===== src/rtl/pipe_ctrl_pkg.sv =====
// Shared definitions for the 5-stage pipeline control path.
// Holds the RV32 opcode encodings, the ALU operation codes and the control
// bundle struct produced by ID decode and carried down the pipeline.
package pipe_ctrl_pkg;

  localparam logic [6:0] OPC_R     = 7'b0110011;
  localparam logic [6:0] OPC_LD    = 7'b0000011;
  localparam logic [6:0] OPC_SD    = 7'b0100011;
  localparam logic [6:0] OPC_BEQ   = 7'b1100011;
  localparam logic [6:0] OPC_I     = 7'b0010011;
  localparam logic [6:0] OPC_JAL   = 7'b1101111;
  localparam logic [6:0] OPC_JALR  = 7'b1100111;
  localparam logic [6:0] OPC_LUI   = 7'b0110111;
  localparam logic [6:0] OPC_AUIPC = 7'b0010111;
  localparam logic [6:0] OPC_NOP   = 7'b0000000;

  localparam logic [2:0] ALU_OP_ADD   = 3'b000;
  localparam logic [2:0] ALU_OP_SUB   = 3'b001;
  localparam logic [2:0] ALU_OP_RFUNC = 3'b010;
  localparam logic [2:0] ALU_OP_IFUNC = 3'b011;
  localparam logic [2:0] ALU_OP_PASSB = 3'b100;
  localparam logic [2:0] ALU_OP_LINK  = 3'b101;
  localparam logic [2:0] ALU_OP_PCADD = 3'b110;

  // Control bundle. rd is width-parameterised, so the top pairs it with this
  // struct in its own stage type rather than storing it here.
  typedef struct packed {
    logic       mr;
    logic       m2r;
    logic       mw;
    logic       rw;
    logic       br;
    logic       jp;
    logic       src;
    logic [2:0] alu_op;
    logic       illegal;
  } ctrl_t;

  // True for the four opcodes gated by ENABLE_UJ.
  function automatic logic is_uj_opcode(input logic [6:0] opc);
    return (opc == OPC_JAL) || (opc == OPC_JALR) || (opc == OPC_LUI) || (opc == OPC_AUIPC);
  endfunction

endpackage


===== src/rtl/pipe_ctrl_unit_decode.sv =====
// Combinational ID-stage decoder.
// Ports: opcode_i / rd_i   - instruction fields in ID
//        ctrl_o            - control bundle (rw suppressed for rd == x0)
//        rs1_used_o/rs2_used_o - source operands actually read by the instruction
module ctrl_decode
  import pipe_ctrl_pkg::*;
#(
  parameter int unsigned REG_ADDR_W = 5,
  parameter bit          ENABLE_UJ  = 1'b1
) (
  input  logic [6:0]            opcode_i,
  input  logic [REG_ADDR_W-1:0] rd_i,
  output ctrl_t                 ctrl_o,
  output logic                  rs1_used_o,
  output logic                  rs2_used_o
);

  always_comb begin
    ctrl_o     = '0;
    rs1_used_o = 1'b0;
    rs2_used_o = 1'b0;
    if (is_uj_opcode(opcode_i) && !ENABLE_UJ) begin
      ctrl_o.illegal = 1'b1;
    end else begin
      case (opcode_i)
        OPC_R: begin
          ctrl_o.rw     = 1'b1;
          ctrl_o.alu_op = ALU_OP_RFUNC;
          rs1_used_o    = 1'b1;
          rs2_used_o    = 1'b1;
        end
        OPC_LD: begin
          ctrl_o.mr     = 1'b1;
          ctrl_o.m2r    = 1'b1;
          ctrl_o.rw     = 1'b1;
          ctrl_o.src    = 1'b1;
          ctrl_o.alu_op = ALU_OP_ADD;
          rs1_used_o    = 1'b1;
        end
        OPC_SD: begin
          ctrl_o.mw     = 1'b1;
          ctrl_o.src    = 1'b1;
          ctrl_o.alu_op = ALU_OP_ADD;
          rs1_used_o    = 1'b1;
          rs2_used_o    = 1'b1;
        end
        OPC_BEQ: begin
          ctrl_o.br     = 1'b1;
          ctrl_o.alu_op = ALU_OP_SUB;
          rs1_used_o    = 1'b1;
          rs2_used_o    = 1'b1;
        end
        OPC_I: begin
          ctrl_o.rw     = 1'b1;
          ctrl_o.src    = 1'b1;
          ctrl_o.alu_op = ALU_OP_IFUNC;
          rs1_used_o    = 1'b1;
        end
        OPC_JAL: begin
          ctrl_o.rw     = 1'b1;
          ctrl_o.jp     = 1'b1;
          ctrl_o.alu_op = ALU_OP_LINK;
        end
        OPC_JALR: begin
          ctrl_o.rw     = 1'b1;
          ctrl_o.jp     = 1'b1;
          ctrl_o.src    = 1'b1;
          ctrl_o.alu_op = ALU_OP_LINK;
          rs1_used_o    = 1'b1;
        end
        OPC_LUI: begin
          ctrl_o.rw     = 1'b1;
          ctrl_o.src    = 1'b1;
          ctrl_o.alu_op = ALU_OP_PASSB;
        end
        OPC_AUIPC: begin
          ctrl_o.rw     = 1'b1;
          ctrl_o.src    = 1'b1;
          ctrl_o.alu_op = ALU_OP_PCADD;
        end
        OPC_NOP: ;
        default: ctrl_o.illegal = 1'b1;
      endcase
    end
    // Writes to x0 are architecturally discarded; drop them here so no later
    // stage or forwarding path has to special-case x0.
    if (rd_i == '0) ctrl_o.rw = 1'b0;
  end

endmodule


===== src/rtl/pipe_ctrl_unit.sv =====
// Control path of the 5-stage core: decodes ID, carries the control bundle
// through ID/EX, EX/MEM and MEM/WB, and generates stall/flush controls.
// Inputs : clk, reset (sync, active high), id_opcode/id_rs1/id_rs2/id_rd,
//          ext_stall (global freeze), ex_redirect (taken branch/jump in EX).
// Outputs: pc_write, ifid_write, ifid_flush (combinational),
//          ex_* / mem_* / wb_* stage controls and wb_rd (registered).
module pipe_ctrl_unit
  import pipe_ctrl_pkg::*;
#(
  parameter int unsigned REG_ADDR_W = 5,
  parameter bit          ENABLE_UJ  = 1'b1,
  parameter bit          HAZARD_EN  = 1'b1
) (
  input  logic                  clk,
  input  logic                  reset,
  input  logic [6:0]            id_opcode,
  input  logic [REG_ADDR_W-1:0] id_rs1,
  input  logic [REG_ADDR_W-1:0] id_rs2,
  input  logic [REG_ADDR_W-1:0] id_rd,
  input  logic                  ext_stall,
  input  logic                  ex_redirect,
  output logic                  pc_write,
  output logic                  ifid_write,
  output logic                  ifid_flush,
  output logic                  ex_alu_src,
  output logic                  ex_branch,
  output logic                  ex_jump,
  output logic [2:0]            ex_alu_op,
  output logic                  ex_illegal,
  output logic                  mem_read,
  output logic                  mem_write,
  output logic                  wb_reg_write,
  output logic                  wb_mem_to_reg,
  output logic [REG_ADDR_W-1:0] wb_rd
);

  // Later stages only keep the fields they still consume.
  typedef struct packed {
    ctrl_t                 ctrl;
    logic [REG_ADDR_W-1:0] rd;
  } ex_stage_t;

  typedef struct packed {
    logic                  mr;
    logic                  mw;
    logic                  rw;
    logic                  m2r;
    logic [REG_ADDR_W-1:0] rd;
  } mem_stage_t;

  typedef struct packed {
    logic                  rw;
    logic                  m2r;
    logic [REG_ADDR_W-1:0] rd;
  } wb_stage_t;

  ctrl_t      dec_ctrl;
  logic       rs1_used, rs2_used;
  logic       hazard;
  ex_stage_t  id_ex_d, id_ex_q;
  mem_stage_t ex_mem_d, ex_mem_q;
  wb_stage_t  mem_wb_d, mem_wb_q;

  ctrl_decode #(
    .REG_ADDR_W (REG_ADDR_W),
    .ENABLE_UJ  (ENABLE_UJ)
  ) u_decode (
    .opcode_i   (id_opcode),
    .rd_i       (id_rd),
    .ctrl_o     (dec_ctrl),
    .rs1_used_o (rs1_used),
    .rs2_used_o (rs2_used)
  );

  always_comb begin
    hazard = HAZARD_EN && id_ex_q.ctrl.mr && (id_ex_q.rd != '0) &&
             ((rs1_used && (id_ex_q.rd == id_rs1)) || (rs2_used && (id_ex_q.rd == id_rs2)));

    id_ex_d    = id_ex_q;
    ex_mem_d   = ex_mem_q;
    mem_wb_d   = mem_wb_q;
    pc_write   = 1'b1;
    ifid_write = 1'b1;
    ifid_flush = 1'b0;

    if (reset) begin
      // Registers clear in the flop process; front-end controls stay enabled.
    end else if (ext_stall) begin
      pc_write   = 1'b0;
      ifid_write = 1'b0;
    end else begin
      ex_mem_d = '{mr:  id_ex_q.ctrl.mr,  mw: id_ex_q.ctrl.mw, rw: id_ex_q.ctrl.rw,
                   m2r: id_ex_q.ctrl.m2r, rd: id_ex_q.rd};
      mem_wb_d = '{rw: ex_mem_q.rw, m2r: ex_mem_q.m2r, rd: ex_mem_q.rd};
      if (ex_redirect) begin
        // The ID instruction is on the wrong path, so a pending hazard is moot.
        id_ex_d    = '0;
        ifid_flush = 1'b1;
      end else if (hazard) begin
        id_ex_d    = '0;
        pc_write   = 1'b0;
        ifid_write = 1'b0;
      end else begin
        id_ex_d = '{ctrl: dec_ctrl, rd: id_rd};
      end
    end
  end

  always_ff @(posedge clk) begin
    if (reset) begin
      id_ex_q  <= '0;
      ex_mem_q <= '0;
      mem_wb_q <= '0;
    end else begin
      id_ex_q  <= id_ex_d;
      ex_mem_q <= ex_mem_d;
      mem_wb_q <= mem_wb_d;
    end
  end

  assign ex_alu_src    = id_ex_q.ctrl.src;
  assign ex_branch     = id_ex_q.ctrl.br;
  assign ex_jump       = id_ex_q.ctrl.jp;
  assign ex_alu_op     = id_ex_q.ctrl.alu_op;
  assign ex_illegal    = id_ex_q.ctrl.illegal;
  assign mem_read      = ex_mem_q.mr;
  assign mem_write     = ex_mem_q.mw;
  assign wb_reg_write  = mem_wb_q.rw;
  assign wb_mem_to_reg = mem_wb_q.m2r;
  assign wb_rd         = mem_wb_q.rd;

endmodule


===== config.mk =====
export PLATFORM = sky130hd
export DESIGN_NAME = pipe_ctrl_unit
export DESIGN_NICKNAME = d
export VERILOG_FILES = /design/src/rtl/pipe_ctrl_pkg.sv /design/src/rtl/pipe_ctrl_unit_decode.sv /design/src/rtl/pipe_ctrl_unit.sv
export SDC_FILE = /design/constraint.sdc
export NUM_CORES = 1
export LEC_CHECK = 0
export BUFFER_PORTS_ARGS = -buffer_cell sky130_fd_sc_hd__buf_2
export CORE_ASPECT_RATIO = 2
export CORE_MARGIN = 3
export CORE_UTILIZATION = 47
export DETAILED_ROUTE_END_ITERATION = 12
export PLACE_DENSITY = 0.72
export RECOVER_POWER = 25
export SYNTH_ARGS = -nofsm -noshare
export SYNTH_HDL_FRONTEND = slang
export SYNTH_HIERARCHICAL = 1
export SYNTH_SLANG_ARGS = --single-unit

===== constraint.sdc =====
create_clock -name clk -period 1.6 [get_ports clk]
set_input_delay 0.08 -clock clk [delete_from_list [all_inputs] [get_ports clk]]
set_output_delay 0.08 -clock clk [all_outputs]
set_load 0.05 [all_outputs]

# Word level (Yosys, flattened, before mapping)
# Cells that the tools add are included.
# word_totals
register_bits	32
out_inout_bits	19
word_cells	63
# classes
n_eq_ne	11
n_mux	20
n_reduce_logical	14
# ops
op	n
two-way mux 16 bit	2
== test 7 x 6 -> 1 bit, second input constant	3
== test 7 bit, second input constant	3
case mux 3 bit (6 select lines)	1
two-way mux 1 bit	16
== test 7 x 5 -> 1 bit, second input constant	2
OR reduction 6 bit	2
== test 5 bit	2
OR reduction 10 bit	1
== test 7 x 2 -> 1 bit, second input constant	1
logical NOT 7 bit	1
OR reduction 7 bit	1
logical NOT 5 bit	1
nonzero test 5 bit	1
logical AND 1 bit	4
OR reduction 3 bit	1
two-way mux 2 bit	1
OR reduction 2 bit	1
logical OR 1 bit	1

# Longest topological paths before layout
# Gate-level depths: netlist (run 1).
# logic_depth
ltp_word	10
depth_mapped	9

# Hierarchy
# Netlist (run 1), hierarchy kept.
# by_module_without_submodules
module	n_inst	cells_each	area_each_um2
pipe_ctrl_unit	1	150	1452.6
ctrl_decode	1	43	291.5

# Least setup slack after synthesis (run 1)
# OpenSTA, ideal clock, no wires.
# synth_path
path_kind	flip-flop to output port
from	register id_ex_q[1] in the netlist's numbering
to	output port pc_write
t_arrival_ps	2099
t_required_ps	1520
path_slack_ps	-579
stages_incl_launch_ff	7
path_cell_list	dfxtp_1 or4_4 o21ai_4 buf_6 nor3_2 a21oi_2 buf_4
# synth_between
elab_chain_len	8
# synth_rtl
element	line_no	rtl
start, declared	pipe_ctrl_unit.sv:60	ex_stage_t id_ex_d, id_ex_q;
start signal, assigned	pipe_ctrl_unit.sv:115	id_ex_q <= id_ex_d;
== test 5 bit	pipe_ctrl_unit.sv:77	((rs1_used && (id_ex_q.rd == id_rs1)) || (rs2_used && (id_ex_q.rd == id_rs2)));
logical AND 1 bit	pipe_ctrl_unit.sv:77	
logical OR 1 bit	pipe_ctrl_unit.sv:77	
logical AND 1 bit (*)	pipe_ctrl_unit.sv:76	hazard = HAZARD_EN && id_ex_q.ctrl.mr && (id_ex_q.rd != '0) &&
two-way mux 1 bit (*) (4 in a row)	--	
end, declared	pipe_ctrl_unit.sv:22	output logic pc_write,
# Every way passes the cells marked *; elsewhere a longest branch is shown, timed or not.

# Worst setup path in the final report (run 1)
# layout_path
from	register id_ex_q[1] in the netlist's numbering
to	output port pc_write
# layout_between
elab_chain_len	8
# layout_rtl
element	line_no	rtl
== test 5 bit	pipe_ctrl_unit.sv:77	
logical AND 1 bit	pipe_ctrl_unit.sv:77	
logical OR 1 bit	pipe_ctrl_unit.sv:77	
logical AND 1 bit (*)	pipe_ctrl_unit.sv:76	
two-way mux 1 bit (*)	pipe_ctrl_unit.sv:99	end else if (hazard) begin
two-way mux 1 bit (*)	pipe_ctrl_unit.sv:95	if (ex_redirect) begin
two-way mux 1 bit (*)	pipe_ctrl_unit.sv:88	end else if (ext_stall) begin
two-way mux 1 bit (*)	pipe_ctrl_unit.sv:86	if (reset) begin
# Marked as above.

==> results of run 1 <==
-- cell usage in the layout (no fill, tap or decap), drive strengths merged, types with 3 or more instances in the layout --
| master | count |
|---|---|
| buf | 66 |
| clkbuf | 8 |
| o21ai | 19 |
| a21oi | 5 |
| nor2 | 22 |
| nor3 | 5 |
| xnor2 | 10 |
| nand2 | 20 |
| mux2i | 16 |
| a32oi | 16 |
| dfxtp | 32 |
| nand3 | 3 |
-- worst max-delay path, cell delays in order (launching register included) --
cell,delay [ns]
sky130_fd_sc_hd__dfxtp_2,0.32
sky130_fd_sc_hd__or4_4,0.54
sky130_fd_sc_hd__o21ai_4,0.18
sky130_fd_sc_hd__nor3_4,0.06
sky130_fd_sc_hd__a21oi_4,0.15
sky130_fd_sc_hd__buf_6,0.18
-- routing by layer --
layer  part of all wire [%]  wire length (µm)
met2                     54              2310
met4                    5.0               211
met3                    4.2               179
met1                     36              1540
met5                      0                 0
-- through the flow --
step / instances / total power, mW / setup WS, ns
after floorplan: 193 / 1.04 / -0.328
after global placement: 286 / 1.15 / 0.0662
after detailed placement: 286 / 1.15 / 0.0365
after CTS: 295 / 1.92 / -0.193
after global routing: 297 / 1.98 / -0.241
final: 297 / 1.90 / -0.194
-- synth_stat cells (all sizes together) --
| cell | n |
|---|---|
| nor2b | 1 |
| inv | 2 |
| buf | 18 |
| a221oi | 1 |
| or2 | 2 |
| a211oi | 1 |
| nor3b | 1 |
| nand4 | 2 |
| dfxtp | 32 |
| nand3 | 3 |
| a31oi | 1 |
| mux2i | 16 |
| nor2 | 22 |
| nand2b | 2 |
| nor4b | 2 |
| nor3 | 5 |
| o21ai | 19 |
| a21boi | 1 |
| or4 | 1 |
| a32oi | 16 |
| o41ai | 1 |
| xnor2 | 10 |
| clkbuf | 3 |
| maj3 | 1 |
| nand2 | 20 |
| a21oi | 5 |
| a2111oi | 1 |
| o22ai | 1 |
| nand4b | 1 |
| o21a | 1 |
| o31ai | 1 |
-- cells by family after synthesis --
logic type / after synthesis / synth area share, %
AO/OA/AOI/OAI: 49 / 22.4
XOR/XNOR: 10 / 5.02
adder cells (fa/ha/maj): 1 / 0.646
buffers and inverters: 23 / 7.68
flip-flops: 32 / 36.7
multiplexers: 16 / 9.18
AND/OR/NAND/NOR: 62 / 18.4
-- area by class of cell --
cell class,instances,area [µm²]
clock buffers,5,68.8
clock inverters,3,42.5
fillers,303,1190
inverters,2,7.51
multi-input cells,138,996
flip-flops and latches,32,642
well taps,48,60.1
repair buffers,69,483
-- path summary, 6_finish.rpt --
kind | slack [ns] | to | cells past startpoint | startpoint
worst min register to register | 0.48 | ex_alu_src | 2 | ex_alu_src
worst min-delay path | 0.06 | id_ex_q[1] | 3 | id_rd[1]
worst max register to register | -0.11 | id_ex_q[0] | 7 | id_ex_q[1]
worst max-delay path | -0.19 | pc_write | 5 | id_ex_q[1]
-- where the power goes --
group / leakage, nW / internal [mW] / switching (mW)
clock: 0.0541 / 0.460 / 0.305
sequential: 0.260 / 0.818 / 0.0155
combinational: 0.640 / 0.129 / 0.173
-- timing repair --
item                       in CTS  in global routing
gates resized for setup         7                  2
gates cloned                    0                  1
setup endpoints to repair       2                 18
setup buffers                   1                  1
==> summary.md, run 1 <==
The die is 49.1 µm wide. Dividing the final minimum period by the clock period gives 112%. The clock arrives with 0.00614 ns of skew. The longest clock path from root to sink contains 2 buffers. The floorplan has 30 rows. The flip-flop and latch count after synthesis works out to 32. Counting every sink on the clock net gives 32. In this run the count of I/O pins placed on the die edge is 45. The area of the mapped netlist is 0.00174 mm², and the smallest hold slack is 0.0558 ns.

After synthesis, the netlist uses 43 different library cells. The region available for standard cell placement spans 0.00349 mm². More flip-flops sit in one register than any other, and that register is id_ex_q. The number of maximum-capacitance constraint violations is 0, and the weighted congestion reported at the end of routability-driven placement is 0.914. For this run, the top clock speed supported by timing is 557 MHz. The start-to-end type of the worst setup path was reg -> out. The die covers 0.00452 mm². For met3 alone, demand over resource in global routing was 3.09%. The HPWL after detailed placement is 3200 µm. The tools report the synthesized netlist net count as 219. The final layout contains 274 nets. Worst min-delay path class: in -> reg.

Of all nets on the critical path, the largest fanout is 2. The growth of design area from synthesis to finish works out to 31.9%. The overall global routing resource usage came out at 19.6%. The least setup slack across all paths after layout was -0.194 ns; the number of hold-slack violations in the final timing report was 0. The max-slew violation count came out at 0.

Share of cells above drive strength 1: 40.6%. Summed over all cells, the static leakage comes to 0.954 nW. The detailed-route wire length per cell is 14.3 µm. The tools report the root buffer cell as sky130_fd_sc_hd__clkbuf_8. The H-tree was split into 2 levels.

The tools report the critical path required time as 1.52 ns. For the final routed database, the setup TNS stands at -1.80 ns. For met1 alone, demand over resource in global routing was 20.2%. The number of warnings issued by yosys is 6, and the final critical path time including I/O delays and setup is 1.79 ns. Sort of element at the end of the critical path: an output port.

The tools report the worst relative slew slack as 30.5%. The fraction of post-synthesis cell area in the top cell type by area came out at 36.7%. The register with the most flip-flops in the layout has 9 of them. The kind of launch point of the worst setup path is a register. The tools report the count of unresolved DRC violations after routing as 0. The first TritonRoute pass finished after 4 iterations. For the routing usage on met2, the log shows 35.5%.

The final reports fail on setup timing. By area the synthesized netlist is led by sky130_fd_sc_hd__dfxtp_1 (37%), sky130_fd_sc_hd__mux2i_1 (9.2%), sky130_fd_sc_hd__a32oi_1 (8.0%). Detailed routing inserted a total of 1617 vias. Data on the critical path arrives at its endpoint at 1.71 ns. The later pin in the worst-skew pair is clocked with a latency of 0.28 ns. The number of antenna diodes in the final layout is 0. Utilization after layout: 65.9%.

The run gives 193 as the synthesized netlist cell count. The tools report the number of buffers added to fix hold violations after cts as 0. The vertical die dimension came out at 92.2 µm. The tools report the finished layout cell area as 0.00230 mm².

The post-detailed-routing wire length is 4230 µm. The flow ran to the end, but the final reports show violations. The ratio of routed vias to standard cells came out at 5.44. The violation count after the first detailed-routing iteration came out at 30. Entering global routing, the biggest net connects 33 pins. For the pin with the worst max-slew slack, the measured transition is 1.04 ns. Setup repair after global routing could not meet its margin everywhere. Power spread over the standard cell area amounts to 826 mW/mm².

Busiest metal layer after global routing: met2. Summed over all layers, the global routing overflow is 0. TritonCTS built the clock tree.

Clock tree synthesis inserted a total of 5 buffers. The final-report setup violation count was 18; the share of synthesized area occupied by flip-flops and latches was 36.7%. Clock-pin slew was measured on the worst setup and hold paths at 0.07 ns. Once placement finished, the instance area stood at 0.00212 mm². First-pass GRT wire length: 6980 µm.

The library cell with the largest summed area after synthesis was sky130_fd_sc_hd__dfxtp_1. The count of buffers added on input and output ports is 44. Dividing the synthesized area by the synthesized cell count gives 9.04 µm². Once detail routing completed, the nets flagged for antenna violations numbered 0. The run gives 0.477 mV as the maximum VDD drop. The initial antenna violation count is 0. Number of global-route vias before repair: 1584. Initial standard-cell utilization of the core: 50.0%.
Note: power is estimated with default switching activity, not from simulation.
==> run 2, diff against run 1 <==
Settings changed: CORE_UTILIZATION 47 to 52, PLACE_DENSITY 0.72 to 0.76.
Clock period 1.6 ns to 2 ns, I/O delays scaled along.
==> summary.md, run 2 (synthesized netlist as in run 1, its figures left out) <==
The final total power was 1.38 mW (-28%); the detailed-routing iteration count for the pre-antenna-repair pass was 4 (unchanged). The critical path required time came out at 1.90 ns (+0.38 ns). The run gives 2 (unchanged) as the H-tree depth. The number of hold-slack violations in the final timing report was 0 (unchanged); the cell count of the worst reg-to-reg path was 5 (-2). Sum of met3 wire segment lengths after detailed routing: 214 µm (+20%). The signal on the critical path passes through or4_4 > o21ai_4 > nor3_2 > a21oi_4 > buf_2. The signal arrival time at the worst endpoint is 1.82 ns (+0.11 ns), and the number of port buffers is 44 (unchanged). The placeable core area is 0.00319 mm² (-8.5%), and the power density relative to cell area is 675 mW/mm² (-18%). The number of maximum-capacitance constraint violations is 0 (unchanged).

Worst stage delay on the critical path: 0.55 ns (about the same). Maximum VDD drop: 0.395 mV (-17%). By startpoint and endpoint, the worst setup path is classified as reg -> out. The ratio of routed vias to standard cells was 5.83 (+7.0%); the overall global routing resource usage was 20.4% (+0.86 points). The worst path uses 96.2% of the clock period. The tools report the number of global-route vias before repair as 1451 (-8.4%). Total number of placement rows: 29 (-3.3%). Setup repair after global routing could not meet its margin everywhere. Count of unresolved DRC violations after routing: 0 (unchanged). TritonCTS built the clock tree. The total die area is 0.00413 mm² (-8.7%). The maximum fanout along the worst path is 5 (+3). The tools report the count of boundary I/O pins as 45 (unchanged). The transition time at the pin with the least slew margin was 1.20 ns (+0.154 ns). The final critical path time including I/O delays and setup is 1.92 ns. Number of sinks handled by clock tree synthesis: 32 (unchanged).

The number of buffers added to fix hold violations after cts is 0 (unchanged), and the met1 routed wirelength after detailed routing is 1470 µm (-4.2%). Total vias in the final route: 1521 (-5.9%). The number of flip-flops in the largest register works out to 9 (unchanged). The sum of overflow across all layers after global routing was 0 (unchanged); the number of CTS-inserted buffers was 5 (unchanged).

The first-pass GRT wire length was 6250 µm (-10%); the vertical die dimension was 87.9 µm (-4.6%). The clock-pin slew of the registers on the worst-case setup and hold paths came out at 0.06 ns (about the same). The number of nets in the final layout is 255 (-6.9%), and the half-perimeter wire length of the detailed placement result is 2770 µm (-13%). The worst setup path is launched from a register. The tools report the number of nets with antenna violations after routing as 0 (unchanged). The tightest min-delay check is of the in -> reg type.

For the weighted congestion reported at the end of routability-driven placement, the log shows 0.814 (-11%). Relative to the synthesized area, the layout overhead comes to 16.9%. The number of filler instances in the final layout came out at 299 (-1.3%). Root buffer cell: sky130_fd_sc_hd__clkbuf_8. The tools report the post-placement cell count as 253 (-12%).

The maximum number of pins on one net before global-route repair was 33 (unchanged). The violation count after the first detailed-routing iteration is 54 (+80%), and the worst relative slew slack is 20.2% (-10 points). The library cell contributing the largest single delay on the critical path was sky130_fd_sc_hd__or4_4. The top routing layer in use is met4. The flow ran to the end, and the final reports show no timing, DRC or antenna violations. Latest clock arrival within the worst-skew pair: 0.28 ns (about the same). The run gives 0.831 nW (-13%) as the total leakage power. The tools report the filler-free cell count of the finished design as 261 (-12%).

Sort of element at the end of the critical path: an output port. The most frequent standard cell in the layout excluding fill and tap cells is sky130_fd_sc_hd__buf_2. The initial standard-cell utilization of the core was 54.6% (+4.7 points). Initial antenna violation count: 0 (unchanged).

The detailed-route wire length per cell is 14.4 µm (+1.2%). Post-detailed-routing wire length: 3770 µm (-11%). The register name with the most flops is id_ex_q.

The width of the die is 47.0 µm (-4.3%). The share of cells above drive strength 1 works out to 35.2% (-5.3 points). The post-cts sizing count was 0 (-7). The maximum buffer depth of the clock tree was 2 (unchanged).

For the max-slew violation count, the log shows 0 (unchanged). The top cell types in the final layout, fill and taps aside, are sky130_fd_sc_hd__buf_2 (43), sky130_fd_sc_hd__dfxtp_1 (32), sky130_fd_sc_hd__nor2_1 (21). The run gives 0 (-18) as the final-report setup violation count. The run gives 2010 µm (-13%) as the routed length on met2. The post-route clock skew was 0.00534 ns (-0.000804 ns); the depth of the worst hold-timing path was 3 (unchanged).

Timing would allow up to 520 MHz. The run gives 0 (unchanged) as the antenna cell count.
## run 2: changes by cell type in the layout (fill, tap and decap cells not counted), moves of 2 or more
cell                     change
sky130_fd_sc_hd__buf_4      -14
sky130_fd_sc_hd__buf_12      -3
sky130_fd_sc_hd__buf_6       -2
sky130_fd_sc_hd__buf_2       +2
## run 2: stage by stage
step	utilization [%]	hold slack [ns]	cell area, µm²	setup TNS [ns]	worst slack, ns
after floorplan	-	0.233	1760	0	0.0347
after global placement	61.0	0.377	1950	0	0.378
after detailed placement	61.0	0.374	1950	0	0.322
after CTS	63.9	0.0702	2040	0	0.0565
after global routing	63.8	0.0875	2040	-0.0335	-0.0176
final	63.8	0.0882	2040	0	0.0760
## run 2: layout make-up
cell class | instances | area [µm²] | area share, %
Clock buffer | 6 | 82.6 | 4.05
Clock inverter | 2 | 10.0 | 0.491
Inverter | 2 | 7.51 | 0.368
Multi-Input combinational cell | 138 | 982 | 48.2
Sequential cell | 32 | 641 | 31.4
Tap cell | 31 | 38.8 | 1.90
Timing Repair Buffer | 50 | 277 | 13.6
## run 2: layer usage
layer / GRT usage (%) / up-vias
met3: 4.94 / 6
met1: 21.7 / 694
met5: 0 / -
met4: 9.57 / 0
li1: - / 766
met2: 35.6 / 55
## run 2: worst max-delay path, delay by kind of cell (launching register included)
family	cells	cell delay (ns)
AO/OA/AOI/OAI	2	0.28
buffers and inverters	1	0.27
flip-flops	1	0.38
AND/OR/NAND/NOR	2	0.62
## run 2: path summary, 6_finish.rpt
kind | start | end | slack [ns]
worst min register to register | ex_alu_src | ex_alu_src | 0.47
worst max register to register | id_ex_q[2] | ex_alu_op[1] | 0.40
worst min-delay path | id_rd[3] | id_ex_q[3] | 0.09
worst max-delay path | id_ex_q[2] | ifid_write | 0.08
## run 2: timing repair
item | 4_1_cts | 5_1_grt
hold endpoints to repair | 0 | 0
endpoints found under the setup margin | 0 | 2
setup buffers | 0 | 0
## run 2: power breakdown
| group | switching, mW | internal [mW] | total [mW] |
|---|---|---|---|
| logic | 0.127 | 0.0827 | 0.209 |
| registers | 0.0163 | 0.654 | 0.670 |
| clock network | 0.223 | 0.274 | 0.497 |
